==> config.mk <==
export PLATFORM = sky130hd
export DESIGN_NAME = div_iter
export DESIGN_NICKNAME = d
export VERILOG_FILES = /design/src/rtl/div_iter_pkg.sv /design/src/rtl/div_iter.sv
export SDC_FILE = /design/constraint.sdc
export NUM_CORES = 1
export LEC_CHECK = 0
export ABC_AREA = 1
export CAP_MARGIN = 20
export CELL_PAD_IN_SITES_DETAIL_PLACEMENT = 0
export CELL_PAD_IN_SITES_GLOBAL_PLACEMENT = 2
export CORE_MARGIN = 1
export CORE_UTILIZATION = 31
export CTS_CLUSTER_DIAMETER = 80
export DETAILED_ROUTE_END_ITERATION = 10
export GPL_TIMING_DRIVEN = 0
export PLACE_DENSITY = 0.84
export REMOVE_ABC_BUFFERS = 1
export SETUP_SLACK_MARGIN = 0.15
export SYNTH_ARGS = -nofsm -noshare
export SYNTH_HDL_FRONTEND = slang
export SYNTH_SLANG_ARGS = --single-unit
==> constraint.sdc <==
create_clock -name clk -period 2.8 [get_ports clk]
set_input_delay 0.28 -clock clk [delete_from_list [all_inputs] [get_ports clk]]
set_output_delay 0.28 -clock clk [all_outputs]
set_load 0.02 [all_outputs]
==> src/rtl/div_iter_pkg.sv <==
// ----------------------------------------------------------------------------
// div_iter_pkg
//   Shared definitions for the iterative divider beside the execute stage:
//   FSM state encoding, ready/start level names and word-width constants.
//   The state codes keep the 2-bit values the rest of the pipeline expects.
// ----------------------------------------------------------------------------
package div_iter_pkg;

    localparam int DIV_DATA_W = 32;

    typedef enum logic [1:0] {
        DivFree   = 2'b00,
        DivByZero = 2'b01,
        DivOn     = 2'b10,
        DivEnd    = 2'b11
    } div_state_e;

    localparam logic DIV_RESULT_READY     = 1'b1;
    localparam logic DIV_RESULT_NOT_READY = 1'b0;
    localparam logic DIV_START            = 1'b1;
    localparam logic DIV_STOP             = 1'b0;

    localparam logic [DIV_DATA_W-1:0]   ZERO_WORD       = '0;
    localparam logic [2*DIV_DATA_W-1:0] ZERO_DOUBLE_REG = '0;

endpackage

==> src/rtl/div_iter.sv <==
// ----------------------------------------------------------------------------
// div_iter
//   Iterative restoring divider, one quotient bit per clock, serving DIV
//   (signed) and DIVU (unsigned). EX drives operands and holds start_i until
//   ready_o; the result goes back as {remainder, quotient} for HI/LO.
//
// Parameters
//   DATA_W        operand width (counter is clog2(DATA_W)+1 bits)
// Ports
//   clk           clock, rising edge
//   rst           synchronous active-high reset, overrides everything
//   signed_div_i  1 = two's-complement operands, 0 = unsigned
//   opdata1_i     dividend, sampled only on the start edge
//   opdata2_i     divisor, sampled only on the start edge
//   start_i       request, held high by EX until ready_o is seen
//   annul_i       cancels an in-flight divide (ignored once result is ready)
//   result_o      {remainder, quotient}, registered
//   ready_o       result_o valid, registered
//
// Build option
//   DIV_EARLY_OUT_EN  when defined, a divide with |op1| < |op2| finishes on
//                     the start edge with quotient 0, remainder op1.
// ----------------------------------------------------------------------------
module div_iter
    import div_iter_pkg::*;
#(
    parameter int DATA_W = DIV_DATA_W
) (
    input  logic                clk,
    input  logic                rst,
    input  logic                signed_div_i,
    input  logic [DATA_W-1:0]   opdata1_i,
    input  logic [DATA_W-1:0]   opdata2_i,
    input  logic                start_i,
    input  logic                annul_i,
    output logic [2*DATA_W-1:0] result_o,
    output logic                ready_o
);

    localparam int CNT_W = $clog2(DATA_W) + 1;
    localparam int DVD_W = 2*DATA_W + 1;
    localparam logic [CNT_W-1:0] CNT_LAST = CNT_W'(DATA_W);

    div_state_e         state, state_next;
    logic [CNT_W-1:0]   cnt, cnt_next;
    logic [DVD_W-1:0]   dividend, dividend_next;
    logic [DATA_W-1:0]  divisor, divisor_next;
    logic               op1_sign, op1_sign_next;
    logic               op2_sign, op2_sign_next;
    logic               signed_mode, signed_mode_next;
    logic [2*DATA_W-1:0] result_next;
    logic               ready_next;

    logic [DATA_W-1:0]  neg_a_src, neg_b_src, neg_a, neg_b;
    logic [DATA_W-1:0]  mag1, mag2;
    logic [DATA_W:0]    window, diff;
    logic [DATA_W-1:0]  quo_raw, rem_raw, quo_fix, rem_fix;

    // One pair of negators serves both ends of a divide: while idle they turn
    // the incoming operands into magnitudes, and while iterating they feed the
    // sign fix-up of the finished quotient and remainder.
    always_comb begin
        neg_a_src = (state == DivOn) ? quo_raw : opdata1_i;
        neg_b_src = (state == DivOn) ? rem_raw : opdata2_i;
        neg_a     = -neg_a_src;
        neg_b     = -neg_b_src;
        mag1      = (signed_div_i && opdata1_i[DATA_W-1]) ? neg_a : opdata1_i;
        mag2      = (signed_div_i && opdata2_i[DATA_W-1]) ? neg_b : opdata2_i;
    end

    // The partial remainder lives in dividend[2W:W+1]; the trial window is the
    // remainder shifted left with the next dividend bit appended. A borrow out
    // of the (W+1)-bit subtraction means the divisor did not fit.
    always_comb begin
        quo_raw = dividend[DATA_W-1:0];
        rem_raw = dividend[DVD_W-1:DATA_W+1];
        window  = dividend[DVD_W-1:DATA_W];
        diff    = window - {1'b0, divisor};
        quo_fix = (signed_mode && (op1_sign ^ op2_sign)) ? neg_a : quo_raw;
        rem_fix = (signed_mode && op1_sign) ? neg_b : rem_raw;
    end

    // Next-state and datapath decisions for every register.
    always_comb begin
        state_next       = state;
        cnt_next         = cnt;
        dividend_next    = dividend;
        divisor_next     = divisor;
        op1_sign_next    = op1_sign;
        op2_sign_next    = op2_sign;
        signed_mode_next = signed_mode;
        result_next      = result_o;
        ready_next       = ready_o;

        case (state)
            DivFree: begin
                ready_next  = DIV_RESULT_NOT_READY;
                result_next = ZERO_DOUBLE_REG;
                if (start_i == DIV_START && !annul_i) begin
                    if (opdata2_i == '0) begin
                        state_next = DivByZero;
`ifdef DIV_EARLY_OUT_EN
                    end else if (mag1 < mag2) begin
                        state_next  = DivEnd;
                        result_next = {opdata1_i, {DATA_W{1'b0}}};
                        ready_next  = DIV_RESULT_READY;
`endif
                    end else begin
                        state_next       = DivOn;
                        cnt_next         = '0;
                        dividend_next    = {{DATA_W{1'b0}}, mag1, 1'b0};
                        divisor_next     = mag2;
                        op1_sign_next    = opdata1_i[DATA_W-1];
                        op2_sign_next    = opdata2_i[DATA_W-1];
                        signed_mode_next = signed_div_i;
                    end
                end
            end

            DivByZero: begin
                if (annul_i) begin
                    state_next  = DivFree;
                    ready_next  = DIV_RESULT_NOT_READY;
                    result_next = ZERO_DOUBLE_REG;
                end else begin
                    state_next  = DivEnd;
                    ready_next  = DIV_RESULT_READY;
                    result_next = ZERO_DOUBLE_REG;
                end
            end

            DivOn: begin
                if (annul_i) begin
                    state_next  = DivFree;
                    ready_next  = DIV_RESULT_NOT_READY;
                    result_next = ZERO_DOUBLE_REG;
                end else if (cnt != CNT_LAST) begin
                    if (diff[DATA_W]) begin
                        dividend_next = dividend << 1;
                    end else begin
                        dividend_next = {diff[DATA_W-1:0], dividend[DATA_W-1:0], 1'b1};
                    end
                    cnt_next = cnt + 1'b1;
                end else begin
                    state_next  = DivEnd;
                    result_next = {rem_fix, quo_fix};
                    ready_next  = DIV_RESULT_READY;
                end
            end

            DivEnd: begin
                if (start_i == DIV_STOP) begin
                    state_next  = DivFree;
                    ready_next  = DIV_RESULT_NOT_READY;
                    result_next = ZERO_DOUBLE_REG;
                end
            end

            default: begin
                state_next  = DivFree;
                ready_next  = DIV_RESULT_NOT_READY;
                result_next = ZERO_DOUBLE_REG;
            end
        endcase
    end

    // State register; reset clears the whole divider regardless of state.
    always_ff @(posedge clk) begin
        if (rst) begin
            state       <= DivFree;
            cnt         <= '0;
            dividend    <= '0;
            divisor     <= ZERO_WORD;
            op1_sign    <= 1'b0;
            op2_sign    <= 1'b0;
            signed_mode <= 1'b0;
            result_o    <= ZERO_DOUBLE_REG;
            ready_o     <= DIV_RESULT_NOT_READY;
        end else begin
            state       <= state_next;
            cnt         <= cnt_next;
            dividend    <= dividend_next;
            divisor     <= divisor_next;
            op1_sign    <= op1_sign_next;
            op2_sign    <= op2_sign_next;
            signed_mode <= signed_mode_next;
            result_o    <= result_next;
            ready_o     <= ready_next;
        end
    end

endmodule

==> summary.md, run 1 <==
| Metric | Value |
|---|---|
| Initial DRC count | `1343` |
| Post-route cell area | `16900 sq um` |
| Crit Path Category | `reg -> reg` |
| Static Leakage | `7.24 nW` |
| CP max FO | `27` |
| Initial core utilization | `0.314` |
| Routed WL per cell | `19.3 microns` |
| Worst-skew pair later-pin latency | `460 ps` |
| Max Used Layer | `met4` |
| Min-delay worst type | `in -> reg` |
| Combinational power share | `0.666` |
| Top-Level Pins | `134` |
| DP HPWL | `37400 microns` |
| Syn_area_per_cell | `5.94 sq um` |
| P_int | `8.05 mW` |
| Die width | `208 microns` |
| Post-synth EDFFs | `0` |
| Worst slack, placed | `-1720 ps` |
| Hold Vio Cnt, Final | `0` |
| Worst setup SP type | `register` |
| RSZ-0062 raised after global routing | `true` |
| Final setup viols | `0` |
| Cell with the most instances after synthesis | `nand2_1` |
| CTS Buf Count | `17` |
| Synth Register Bits | `173` |
| Async S/R FF share, synth | `0` |
| # clock sinks | `173` |
| Initial antenna violation count | `1` |
| Cells after synthesis | `2216` |
| Outcome | `finished, final reports clean` |
| Max VDD drop | `496 uV` |
| Worst EP required | `3160 ps` |
| Least-Margin Pin Slew | `976 ps` |
| Gpl congestion | `0.936` |
| Skew final | `10.8 ps` |
| DR WL met3 | `3610 microns` |
| Yosys cell types | `51` |
| Cell Area, Synth | `13200 sq um` |
| Reg area | `3460 sq um` |
| Top cell type's share of synthesized area | `0.263` |
| Worst path max stage delay | `340 ps` |
| Top FF cell, synth | `dfxtp_1` |
| Register area share after synthesis | `0.263` |
| GRT overflow | `0` |
| H-tree depth | `4` |
| GRT Overall Usage | `0.251` |
| Period utilization | `0.928` |
| Multi-input gate area | `8810 sq um` |
| Total number of yosys warnings | `0` |
| Max-slew violations | `0` |
| Share of cells above drive strength 1 | `0.127` |
| Pin count of the biggest net entering global routing | `84` |
| Final WS setup | `201 ps` |
| Sum Neg Setup Slack | `0 ps` |
| Sw frac | `0.537` |
| Via count | `14800` |
| Chip Height | `208 microns` |
| Worst EP arrival | `2960 ps` |
| Routed WL | `55800 microns` |
| Worst path slowest cell | `dfxtp_2` |
| Hold buffer count at CTS | `0` |
| First-pass GRT wire length | `83600 microns` |
| Drt first pass iters | `6` |
| Max-Cap Viols | `0` |
| Die ar. | `43300 sq um` |
| Commonest cells post-synth | `698 x nand2_1, 253 x inv_1, 210 x a21oi_1` |
| P per Cell Area | `1030 nW/um^2` |
| Clk pwr share | `0.147` |
| Met1 Wirelength | `26800 microns` |
| Reg power frac | `0.186` |
| P&R area growth vs syn | `28.4%` |
| Fillcell total | `4527` |
| Reg clk slew, reported paths | `80 ps` |
| Rows | `75` |
| Net Sw Power | `9.34 mW` |
| Top post-synthesis cells by area | `dfxtp_1 26%, nand2_1 20%, a21oi_1 8.0%` |
| Worst-path cell chain | `inv_2, ha_4, bufbuf_16, nand2_1, nand2_2, inv_1, nand2_1, nor2_2, nand4_1, xor2_1, nor2_1, o21a_1` |
| CTS tree | `yes` |
| Synth area leader | `dfxtp_1` |
| Vias in the first global route | `13900` |
| Vias/cell | `5.12` |
| Met2 WL | `24000 microns` |
| DRC viols | `0` |
| Final nets | `2452` |
| Core Area | `41900 sq um` |
| Crit path top cell by count | `nand2_1` |
| CTS Buffer Depth | `2` |
| Antenna viol nets, final | `0` |
| Fmax | `385 MHz` |
| Port Buf Inserts | `133` |
| Tmin final | `2600 ps` |
| Root Buffer | `clkbuf_16` |
| Critical Path Sink Type | `register` |
| Worst rel slew slack | `0.349` |
| Placed cell areas | `15000 sq um` |
## state kept, by name, summed over array words and instances, names as in the netlist
signal and count:
divisor 32, dividend 65, result_o 64, cnt 6, op1_sign 1, op2_sign 1, ready_o 1, signed_mode 1
state 2
## power groups by stage
stage               Combinational [mW]  Sequential [mW]  Clock, mW
floorplan                         6.33             3.23          0
global placement                  9.42             3.28          0
detailed placement                9.40             3.27          0
CTS                               10.7             3.22       2.62
global route                      12.7             3.29       2.69
finish                            11.6             3.24       2.56
## layout by cell type, fill, tap and decap left out, drive strengths merged, types with 4 or more instances in the layout
cell type,n
nand2,718
inv,274
nor2,230
a21oi,217
o21ai,178
dfxtp,173
clkdlybuf4s50,132
nand3,119
buf,61
xor2,42
ha,39
o211ai,29
nand4,22
clkbuf,22
nor3,21
nand3b,11
xnor2,10
clkinv,8
clkinvlp,7
o21bai,6
and2,6
a21o,4
nor4,4
or2,4
## routing by layer
| layer | vias to the layer above | global-route usage |
|---|---|---|
| li1 | 7362 | - |
| met1 | 6884 | 0.365 |
| met2 | 500 | 0.385 |
| met3 | 76 | 0.0352 |
| met4 | 0 | 0.0690 |
| met5 | - | 0 |
## critical path: cells and delay by family (launching register included)
kind,cells,cell delay (ps)
XOR/XNOR,1,290
buffers and inverters,3,460
AND/OR/NAND/NOR,6,990
adder cells (fa/ha/maj),1,210
flip-flops,1,340
AO/OA/AOI/OAI,1,190
## worst paths after layout
check / from / to / slack (ps) / cells after the start
worst max-delay path: state[0]$_SDFFE_PP0P_ / divisor[24]$_SDFFE_PP0P_ / 200 / 12
worst min-delay path: rst / result_o[9]$_SDFFE_PP0P_ / 190 / 2
worst max register to register: state[0]$_SDFFE_PP0P_ / divisor[24]$_SDFFE_PP0P_ / 200 / 12
worst min register to register: result_o[30]$_SDFFE_PP0P_ / result_o[30]$_SDFFE_PP0P_ / 460 / 2
## kinds of logic (layout without fill, tap and decap cells)
kind of cell    count (synthesis)  count (layout)  share of synthesized area
xor+xnor                       52              52                     0.0352
simple gates                 1133            1138                      0.361
fa+ha+maj                      40              40                     0.0386
buf+inv                       372             507                      0.116
compound gates                446             446                      0.186
other cells                     0               1                          0
flops                         173             173                      0.263
## metrics by stage
| stage | hold slack, ps | util | power (mW) | std cells |
|---|---|---|---|---|
| floorplan | 342 | - | 9.56 | 2119 |
| global placement | 454 | 0.350 | 12.7 | 2791 |
| detailed placement | 456 | 0.358 | 12.7 | 2803 |
| CTS | 182 | 0.391 | 16.6 | 2874 |
| global route | 215 | 0.403 | 18.7 | 2896 |
| finish | 195 | 0.403 | 17.4 | 2896 |
## layout make-up
type | instances | share of cell area
multi-input cells | 1676 | 0.521
repair inverters | 3 | 0.00141
clock buffers | 19 | 0.0262
clock inverters | 13 | 0.00918
inverters | 275 | 0.0645
repair buffers | 197 | 0.132
flip-flops and latches | 173 | 0.205
diodes | 1 | 0.000148
well taps | 539 | 0.0399
## what timing repair did
| item | 4_1_cts | 5_1_grt |
|---|---|---|
| setup endpoints to repair | 172 | 145 |
| buffers inserted | 29 | 16 |
| resized for setup | 99 | 87 |
| gates cloned | 10 | 5 |
| pin swaps | 22 | 31 |
Note: power is estimated with default switching activity, not from simulation.
==> inputs of run 2 (changes only) <==
SETUP_SLACK_MARGIN = unset   (was 0.15)
==> run 2 against run 1 <==
Setup slack got worse by 120 ps. Core utilization fell by 0.84 points. Clock-buffer cell count unchanged. First-iteration DRC count fell by 9.1%. Routed wire length fell by 1.8%. Critical path type unchanged.
==> summary.md, run 2 (synthesized netlist as in run 1, its figures left out) <==
| Metric | Value |
|---|---|
| Outcome | `finished, final reports clean` |
| Worst-path cell chain | `inv_2, ha_4, buf_12, buf_16, nand2_1, o21ai_1, nor2_1, nand2_1, nor2_8, nand2_1, nand2_1, nand2_1, o21ai_2, a21oi_1` |
| Least-Margin Pin Slew | `943 ps (-33.0 ps)` |
| Initial antenna violation count | `0 (-1)` |
| Worst-skew pair later-pin latency | `460 ps (about the same)` |
| Antenna viol nets, final | `0 (unchanged)` |
| Reg clk slew, reported paths | `80 ps (about the same)` |
| Largest Register | `dividend` |
| Critical path's top delay family | `simple AND/OR/NAND/NOR gates` |
| Initial core utilization | `0.314 (unchanged)` |
| CTS Buf Count | `17 (unchanged)` |
| P per Cell Area | `1020 nW/um^2 (-0.54%)` |
| Chip Height | `208 microns (unchanged)` |
| Core Area | `41900 sq um (unchanged)` |
| Tmin final | `2720 ps (+123 ps)` |
| Fmax | `367 MHz (-4.5%)` |
| Crit path top cell by count | `nand2_1` |
| Worst rel slew slack | `0.371 (+0.0220)` |
| First-pass GRT wire length | `82800 microns (-0.93%)` |
| Worst r2r path cells | `14 (+2)` |
| Worst EP arrival | `3060 ps (+100 ps)` |
| Max FFs per register | `65 (unchanged)` |
| CTS Buffer Depth | `2 (unchanged)` |
| # clock sinks | `173 (unchanged)` |
| Pin count of the biggest net entering global routing | `84 (unchanged)` |
| # diodes | `0 (-1)` |
| GRT Overall Usage | `0.249 (-0.00215)` |
| Final setup viols | `0 (unchanged)` |
| Rows | `75 (unchanged)` |
| Max-slew violations | `0 (unchanged)` |
| H-tree depth | `4 (unchanged)` |
| Critical Path Sink Type | `register` |
| Hold buffer count at CTS | `0 (unchanged)` |
| Static Leakage | `7.12 nW (-1.7%)` |
| Gpl congestion | `0.936 (unchanged)` |
| Worst path max stage delay | `410 ps (+70 ps)` |
| Biggest regs | `dividend x65, result_o x64, divisor x32` |
| Via count | `14700 (-0.69%)` |
| Vias/cell | `5.11 (-0.14%)` |
| Sum Neg Setup Slack | `0 ps (unchanged)` |
| Crit Path Category | `reg -> reg` |
| Min-delay worst type | `in -> reg` |
| Share of cells above drive strength 1 | `0.101 (-0.0261)` |
| Worst setup SP type | `register` |
| Most frequent cells in the layout | `677 x nand2_1, 246 x inv_1, 209 x a21oi_1, 195 x nor2_1, 172 x dfxtp_1` |
| Skew final | `13.4 ps (+2.58 ps)` |
| Worst path slowest cell | `nor2_1` |
| Die ar. | `43300 sq um (unchanged)` |
| Vias in the first global route | `13800 (-0.90%)` |
| Top-Level Pins | `134 (unchanged)` |
| CTS tree | `yes` |
| Die width | `208 microns (unchanged)` |
| Root Buffer | `clkbuf_16` |
| Hold Crit Depth | `2 (unchanged)` |
| Most common cell after layout, fill and taps aside | `nand2_1` |
| Hold Vio Cnt, Final | `0 (unchanged)` |
| P&R area growth vs syn | `25.8%` |
| Routed WL per cell | `19.0 microns (-1.2%)` |
| Max VDD drop | `489 uV (-1.4%)` |
| Routed WL | `54800 microns (-1.8%)` |
| Worst path bufs/invs | `3 (unchanged)` |
| CP max FO | `27 (unchanged)` |
| Period utilization | `0.972 (+0.0439)` |
| DP HPWL | `37400 microns (unchanged)` |
| Final nets | `2437 (-0.61%)` |
| Total Power | `16.9 mW (-2.6%)` |
| Port Buf Inserts | `133 (unchanged)` |
| Worst EP required | `3130 ps (-30 ps)` |
| CP Depth | `14 (+2)` |
| Initial DRC count | `1221 (-9.1%)` |
| Drt first pass iters | `6 (unchanged)` |
| GRT overflow | `0 (unchanged)` |
| Max-Cap Viols | `0 (unchanged)` |
| DRC viols | `0 (unchanged)` |
[run 2: cell count changes in the layout (fill, tap and decap cells not counted), sizes merged]
cell	previous run	this run
buf	61	47
bufbuf	1	3
clkinvlp	7	5
inv	274	275
clkbuf	22	20
diode	1	0
[run 2: through the flow]
step	std cells	worst slack [ps]	hold WS, ps	utilization	instance area [sq um]
finish	2880	77.9	197	0.395	16600
detailed placement	2803	-1720	456	0.358	15000
global placement	2791	-7360	454	0.350	14700
CTS	2857	7.20	182	0.384	16100
global route	2880	-9.73	214	0.395	16600
floorplan	2119	-2590	342	-	12700
[run 2: path summary, 6_finish.rpt]
check / slack [ps] / to / start
worst min-delay path: 200 / result_o[11]$_SDFFE_PP0P_ / rst
worst max register to register: 80 / result_o[53]$_SDFFE_PP0P_ / state[0]$_SDFFE_PP0P_
worst max-delay path: 80 / result_o[53]$_SDFFE_PP0P_ / state[0]$_SDFFE_PP0P_
worst min register to register: 460 / result_o[44]$_SDFFE_PP0P_ / result_o[44]$_SDFFE_PP0P_
[run 2: area by class of cell]
type                       instances  area (sq um)
fill                            4540         25400
multi-input combinational       1676          8640
sequential                       173          3460
timing repair buffer             183          2080
inverter                         275          1080
tap                              539           674
clock buffer                      19           443
clock inverter                    13           155
timing repair inverter             2          16.3
[run 2: power breakdown]
group          total (mW)  switching (mW)  internal (mW)
logic                11.1            7.56           3.57
clock network        2.57            1.20           1.36
registers            3.23           0.330           2.90
total                16.9            9.10           7.83
[run 2: per-layer routing]
| metal | track usage | part of all wire |
|---|---|---|
| met1 | 0.365 | 0.49 |
| met3 | 0.0329 | 0.062 |
| met5 | 0 | 0 |
| met4 | 0.0664 | 0.021 |
| met2 | 0.380 | 0.43 |
[run 2: repair_timing]
item	4_1_cts	5_1_grt
resized for setup	59	60
pin swaps	9	25
gates cloned	8	4
setup buffers	14	19
endpoints found under the setup margin	167	118
